--- config.mk ---
export PLATFORM = sky130hd
export DESIGN_NAME = sprite_palette_ram
export DESIGN_NICKNAME = d
export VERILOG_FILES = /design/src/rtl/sprite_palette_ram.sv
export SDC_FILE = /design/constraint.sdc
export NUM_CORES = 1
export LEC_CHECK = 0
export CAP_MARGIN = 5
export CORE_MARGIN = 2
export CORE_UTILIZATION = 68
export CTS_CLUSTER_SIZE = 28
export DETAILED_ROUTE_END_ITERATION = 10
export GPL_TIMING_DRIVEN = 0
export PLACE_DENSITY = 0.9
export RECOVER_POWER = 50
export SKIP_CTS_REPAIR_TIMING = 1
export SYNTH_ARGS = -nofsm -noshare
export SYNTH_HDL_FRONTEND = slang
export SYNTH_SLANG_ARGS = --single-unit
--- constraint.sdc ---
create_clock -name Clk -period 40.8 [get_ports Clk]
set_input_delay 6.12 -clock Clk [delete_from_list [all_inputs] [get_ports Clk]]
set_output_delay 6.12 -clock Clk [all_outputs]
set_load 0.01 [all_outputs]
--- src/rtl/sprite_palette_ram.sv ---
// Banked sprite colour palette: register-array storage, per-frame bank switching,
// and a 2-stage lookup pipeline with a brightness (dim) shift.
module sprite_palette_ram #(
  parameter  int INDEX_W   = 4,
  parameter  int NUM_BANKS = 4,
  parameter  int COLOR_W   = 4,
  localparam int BANK_W    = (NUM_BANKS > 1) ? $clog2(NUM_BANKS) : 1
) (
  input  logic                   Clk,
  input  logic                   Reset,
  input  logic                   frame_start,
  input  logic [BANK_W-1:0]      bank_req,
  input  logic [1:0]             dim,
  input  logic                   rd_valid,
  input  logic [INDEX_W-1:0]     rd_index,
  input  logic                   wr_en,
  input  logic [BANK_W-1:0]      wr_bank,
  input  logic [INDEX_W-1:0]     wr_index,
  input  logic [3*COLOR_W-1:0]   wr_data,
  output logic [COLOR_W-1:0]     red,
  output logic [COLOR_W-1:0]     green,
  output logic [COLOR_W-1:0]     blue,
  output logic                   transparent,
  output logic                   out_valid,
  output logic [BANK_W-1:0]      active_bank
);

  localparam int ENTRIES = 2 ** INDEX_W;
  localparam int ENTRY_W = 3 * COLOR_W;
  localparam logic [BANK_W:0] NUM_BANKS_L = (BANK_W + 1)'(NUM_BANKS);

  // Grayscale ramp value restored into every bank on reset.
  function automatic logic [ENTRY_W-1:0] ramp_entry(input int idx);
    logic [COLOR_W-1:0] c;
    c = COLOR_W'(idx);
    return {c, c, c};
  endfunction

  logic [ENTRY_W-1:0] r_mem [NUM_BANKS][ENTRIES];
  logic [BANK_W-1:0]  r_bank_pend;
  logic [BANK_W-1:0]  r_active_bank;

  logic               r_s1_valid;
  logic [INDEX_W-1:0] r_s1_index;
  logic [1:0]         r_s1_dim;
  logic [ENTRY_W-1:0] r_s1_entry;

  logic               r_valid;
  logic [COLOR_W-1:0] r_red;
  logic [COLOR_W-1:0] r_green;
  logic [COLOR_W-1:0] r_blue;
  logic               r_transp;

  logic               w_wr_ok;
  logic [BANK_W-1:0]  w_bank_cand;
  logic               w_bank_ok;
  logic [COLOR_W-1:0] w_red;
  logic [COLOR_W-1:0] w_green;
  logic [COLOR_W-1:0] w_blue;
  logic               w_transp;

  assign w_wr_ok     = wr_en && ({1'b0, wr_bank} < NUM_BANKS_L);
  // The bank request sampled on the boundary cycle itself wins over the pending copy.
  assign w_bank_cand = frame_start ? bank_req : r_bank_pend;
  assign w_bank_ok   = {1'b0, w_bank_cand} < NUM_BANKS_L;

  // Palette storage: ramp on reset, single write port.
  always_ff @(posedge Clk or posedge Reset) begin
    if (Reset) begin
      for (int b = 0; b < NUM_BANKS; b++) begin
        for (int i = 0; i < ENTRIES; i++) begin
          r_mem[b][i] <= ramp_entry(i);
        end
      end
    end else if (w_wr_ok) begin
      r_mem[wr_bank][wr_index] <= wr_data;
    end
  end

  // Pending and active bank registers; out-of-range requests are ignored.
  always_ff @(posedge Clk or posedge Reset) begin
    if (Reset) begin
      r_bank_pend   <= '0;
      r_active_bank <= '0;
    end else begin
      if (!frame_start) begin
        r_bank_pend <= bank_req;
      end
      if (frame_start && w_bank_ok) begin
        r_active_bank <= w_bank_cand;
      end
    end
  end

  // Stage 1: capture request and the entry as stored before any same-cycle write.
  always_ff @(posedge Clk or posedge Reset) begin
    if (Reset) begin
      r_s1_valid <= 1'b0;
      r_s1_index <= '0;
      r_s1_dim   <= 2'd0;
      r_s1_entry <= '0;
    end else begin
      r_s1_valid <= rd_valid;
      r_s1_index <= rd_index;
      r_s1_dim   <= dim;
      r_s1_entry <= r_mem[r_active_bank][rd_index];
    end
  end

  // Stage-2 next values: dimmed channels and flag, forced to zero when idle.
  always_comb begin
    w_red    = '0;
    w_green  = '0;
    w_blue   = '0;
    w_transp = 1'b0;
    if (r_s1_valid) begin
      w_red    = r_s1_entry[ENTRY_W-1 -: COLOR_W] >> r_s1_dim;
      w_green  = r_s1_entry[2*COLOR_W-1 -: COLOR_W] >> r_s1_dim;
      w_blue   = r_s1_entry[COLOR_W-1:0] >> r_s1_dim;
      w_transp = (r_s1_index == '0);
    end else begin
      w_red    = '0;
      w_green  = '0;
      w_blue   = '0;
      w_transp = 1'b0;
    end
  end

  // Stage 2: registered outputs.
  always_ff @(posedge Clk or posedge Reset) begin
    if (Reset) begin
      r_valid  <= 1'b0;
      r_red    <= '0;
      r_green  <= '0;
      r_blue   <= '0;
      r_transp <= 1'b0;
    end else begin
      r_valid  <= r_s1_valid;
      r_red    <= w_red;
      r_green  <= w_green;
      r_blue   <= w_blue;
      r_transp <= w_transp;
    end
  end

  assign out_valid   = r_valid;
  assign red         = r_red;
  assign green       = r_green;
  assign blue        = r_blue;
  assign transparent = r_transp;
  assign active_bank = r_active_bank;

endmodule

Yosys cells after proc, flatten, opt, wreduce, memory -nomap -nowiden
Cells that the tools add are included.

Input bits: 31. Logic and storage cells: 105. Bits in registers: 803. Bits in read-only memories: 0. Bits in writable memories: 0. Latch bits: 0. Memories: 0.

Bitwise logic cells: 4. Div/mod/pow operators: 0. Order comparisons: 6. Shift-type cells: 3. Equality and inequality tests: 0. Muxes and demuxes: 15. Reduce and logical (&&, ||, !) cells: 3. Add/subtract/negate cells: 0. $mul: 0.

Operator list (number): bitwise mux 768 bit (1); 2-to-1 mux 192 bit (3); binary-select mux 192 bit (select 2 bit) (1); demux 192 bit (select 2 bit) (1); binary-select mux 12 bit (select 4 bit) (1); demux 12 bit (select 4 bit) (1); 2-to-1 mux 12 bit (3); 2-to-1 mux 4 bit (3); right shift 4 x 2 -> 4 bit (3); greater-or-equal comparator 5 bit, second input constant (2); inverter 4 -> 5 bit (2); greater-or-equal comparator 3 bit, second input constant (2); inverter 2 -> 3 bit (2); less-than comparator 5 x 1 -> 1 bit, second input constant (1); zero test 4 bit (1); less-than comparator 3 x 1 -> 1 bit, second input constant (1); logical AND 1 bit (2); 2-to-1 mux 1 bit (1).

Depth between registers and ports, before layout
Depth after elaboration: 8. Mapped depth: 10. Gate-level depth less buffers: 5.

Worst setup path after synthesis
OpenSTA, ideal clock, no wires.

Path type: input -> register. Start point: in rd_index[0]. End point: reg r_s1_entry[4]. Stages: 8. Data arrival time: 7.539 ns. Path buffers: 3. Setup slack: 33.127 ns. Library setup time: 0.134 ns. Path through: buf_2 buf_4 buf_4 mux2_2 o22ai_1 a31oi_1 a311oi_1 o22ai_1.

Longest elaborated chain between the ends: 4.

RTL lines: from (decl) (RTL line 15) `input logic [INDEX_W-1:0] rd_index,`; inverter 4 -> 5 bit (not written as such) (RTL line 106) `r_s1_entry <= r_mem[r_active_bank][rd_index];`; binary-select mux 12 bit (select 4 bit) (RTL line 106); 2-to-1 mux 12 bit (not written as such) (2 in a row) (RTL line 106); to (signal assigned) (RTL line 106); to (decl) (RTL line 46) `logic [ENTRY_W-1:0] r_s1_entry;`.

Every way passes these cells. The select of a mux whose other input is x is not followed. A chain may end at the register's enable or synchronous reset.

==> impl_metrics.yaml <==
global_route:
  overflow: 0
  grtUsageMet1_pct: 50.98
  grt_max_degree: 150
  grt-busiest-layer: "met2"
  grt_first_pass_wirelength_um: 162000
  use_met2_pct: 60.67
  track_usage_pct: 39.98
  grt_pass1_vias: 25220
  antenna_found_initial: 3
  grt_use_met3_pct: 9.723
worst_hold_path:
  hold_path_class: "flop to flop"
  whs_path_depth: 1
  whs_endpoint: "transparent$_DFF_PP0_"
  min_from: "r_s1_index[2]$_DFF_PP0_"
floorplan:
  pin_count: 47
  coreArea_um2: 53710
  die_h_um: 236.9
  start_util_pct: 68.67
  fp.dieW_um: 236.9
  rows: 85
  dieArea_um2: 56120
layout:
  drive_above_1_share_pct: 59.49
  area_growth_pct: 11.19
  nNetsFinal: 2531
  post-route-cell-area_um2: 41010
  final_core_util_pct: 76.36
yosys:
  yosys_warnings: 0
  syn_inst: 2377
  synth_cell_types: 44
  synth_ff_type: "dfrtp_1"
  async_reset_ff_share_pct: 100.0
  yosysSeqAreaShare_pct: 55.78
  synth_seq_cells: 803
  synth_edf_count: 0
  syn_avg_cell_area_um2: 15.52
  synth_nets: 2408
  synth_area_um2: 36880
routing:
  vias: 23400
  wire_per_inst_um: 33.47
  avgViaCountPerCell: 7.168
  ant_nets: 0
  drcViolationCount: 0
  totalWireLength_um: 109300
  dr.pass1.iters: 6
  drt_iter0_drc: 2684
critical_path:
  slowest_delay_ps: 4700
  cp_max_fo: 123
  cp_cell_sequence: "dlygate4sd3_1 > clkinvlp_2 > clkbuf_1 > clkbuf_1"
  worst-r2r-setup-slack_ps: 37150
  worst-r2r-cell-count: 9
  cp_slowest_cell: "clkbuf_1"
  endpoint_kind: "asynchronous set/reset pin"
  cpMostUsedCell: "clkbuf_1"
  critPathKind: "input port to asynchronous set/reset pin"
  crit_arrival_ps: 17380
  reg2reg_from: "active_bank[0]$_DFFE_PP0P_"
  r2r-end: "r_s1_entry[1]$_DFF_PP0_"
  required_ps: 39980
  crit_path_start_kind: "input port"
sta:
  worst_slew_margin_rel_pct: -371.5
  rsz0062_at_grt: "no"
  finalCritPeriodShare_pct: 44.60
  finalWorstSetupSlack_ps: 22600
  final_max_slew_viol_count: 565
  tightest_slew_ps: 7072
  min_period_ps: 18200
  final.setup_skew_ps: 20.00
  hold_viol_final: 0
  timing.fmax_ghz: 0.05496
  fin_setup_tns_ps: 0
  whs_ps: 405.2
  finalSetupViolCount: 0
run_status:
  violations: "capacitance limit, slew limit"
  status: "finished, violations left"
power_and_ir_drop:
  swShare_pct: 25.14
  clock_power_share_pct: 38.0
  seqPwrFrac_pct: 47.6
  combPwrFrac_pct: 14.4
  p_sw_mw: 0.5261
  ir_drop_v: 0.00004235
  intPower_mw: 1.567
  power_density_nw_per_um2: 51.03
  p_leak_nw: 17.79
clock_tree:
  cts.path.max_buffers: 3
  cts_tree: "built"
  root_buffer: "clkbuf_16"
  h-tree-depth: 3
  clkSlewWorstSetupHoldPaths_ps: 60
  clock-sinks: 803
  insertion_delay_ps: 650
  cts_buffers: 82
placement:
  dpl_worst_slack_ps: 31320
  dpl.hpwl_um: 75430
  gp_congestion: 0.9724
  port_buffers: 33
  placed_area_um2: 38260
run:
  cap_violations: 5
critical path, delay by kind of cell:
family / cells / cell delay (ps)
buffers and inverters: 4 / 11030
power by group through the flow:
stage	Combinational (mW)	Clock (mW)	Sequential, mW
6_report	0.301	0.795	0.997
5_1_grt	0.315	0.829	1.00
4_1_cts	0.299	0.795	0.993
3_5_place_dp	0.295	0	1.00
3_3_place_gp	0.280	0	0.992
2_1_floorplan	0.216	0	0.981
final cells by class:
cell class / count / area [um2]
Timing Repair Buffer: 39 / 400.4
Clock buffer: 131 / 2604
Fill cell: 2846 / 12700
Clock inverter: 20 / 265.3
Buffer: 225 / 1109
Sequential cell: 803 / 20570
Tap cell: 696 / 870.8
Inverter: 3 / 12.51
Multi-Input combinational cell: 1346 / 15170
Antenna cell: 2 / 5.005
worst max-delay path by stage:
| stage | slack [ps] | start | end |
|---|---|---|---|
| final | 22600 | Reset | r_mem[348]$_DFFE_PP0P_ |
| after global routing | 20370 | Reset | r_s1_index[1]$_DFF_PP0_ |
| after CTS | 31990 | rd_index[0] | r_s1_entry[7]$_DFF_PP0_ |
| after detailed placement | 31320 | rd_index[0] | r_s1_entry[7]$_DFF_PP0_ |
| after global placement | 5970 | Reset | r_mem[208]$_DFFE_PP0P_ |
| after floorplan | 12770 | Reset | active_bank[0]$_DFFE_PP0P_ |
metrics by stage:
step	instances	power [mW]
2_1_floorplan	2377	1.197
3_3_place_gp	3106	1.272
3_5_place_dp	3112	1.297
4_1_cts	3263	2.087
5_1_grt	3264	2.147
6_report	3265	2.093
synthesized netlist by cell type (all sizes together) (2+ instances only):
library cell	instances	area (um2)
mux2	782	8806
inv	2	7.510
nor2	64	240.2
nand2b	10	62.56
nand2	107	401.6
clkbuf	128	480.5
mux4	194	4384
or2	5	31.28
o22ai	9	56.30
dfstp	384	10090
a31oi	12	75.07
dfrtp	419	10490
a311oi	10	87.58
and2	6	37.54
o211a	3	30.03
o211ai	2	15.01
o221ai	7	61.31
nor2b	9	56.30
nand3	7	35.03
a21oi	19	95.09
o21ai	40	200.2
a211oi	5	37.54
buf	97	645.6
nor3	14	70.07
mux2i	31	310.3
o2111ai	2	17.52
logic make-up after synthesis:
group	Yosys count	share of synthesized area, %
buf+inv	228	3.084
compound gates	110	1.856
mux	1007	36.60
flops	803	55.78
simple gates	229	2.673
cell usage in the layout (no fill, tap or decap), drive strengths merged, types with 6 or more instances in the layout:
cell and instances:
o21ai 40, a311oi 10, a31oi 12, a21oi 19
buf 84, clkbuf 278, nand3 7, dfstp 384
o22ai 9, nand2b 10, nand2 107, dfrtp 419
clkinv 10, o221ai 7, nor2b 9, and2 6
mux2 782, bufinv 6, nor3 14, nor2 64
dlygate4sd3 27, mux4 194, mux2i 31, clkdlybuf4s50 6
flip-flops by register name, summed over array words and instances (netlist names):
signal / cells
active_bank: 2
r_s1_dim: 2
green: 4
transparent: 1
r_s1_entry: 12
out_valid: 1
blue: 4
red: 4
r_s1_index: 4
r_mem: 768
r_s1_valid: 1
layer usage:
metal  part of all wire, %  routed length [um]  up-vias
met1                    36               39380    12380
li1                      -                   -     8976
met5                  0.13                 146        -
met2                    46               50350     1573
met4                   8.1                8869        4
met3                   9.6               10520      468
(Power assumes the default switching activity.)
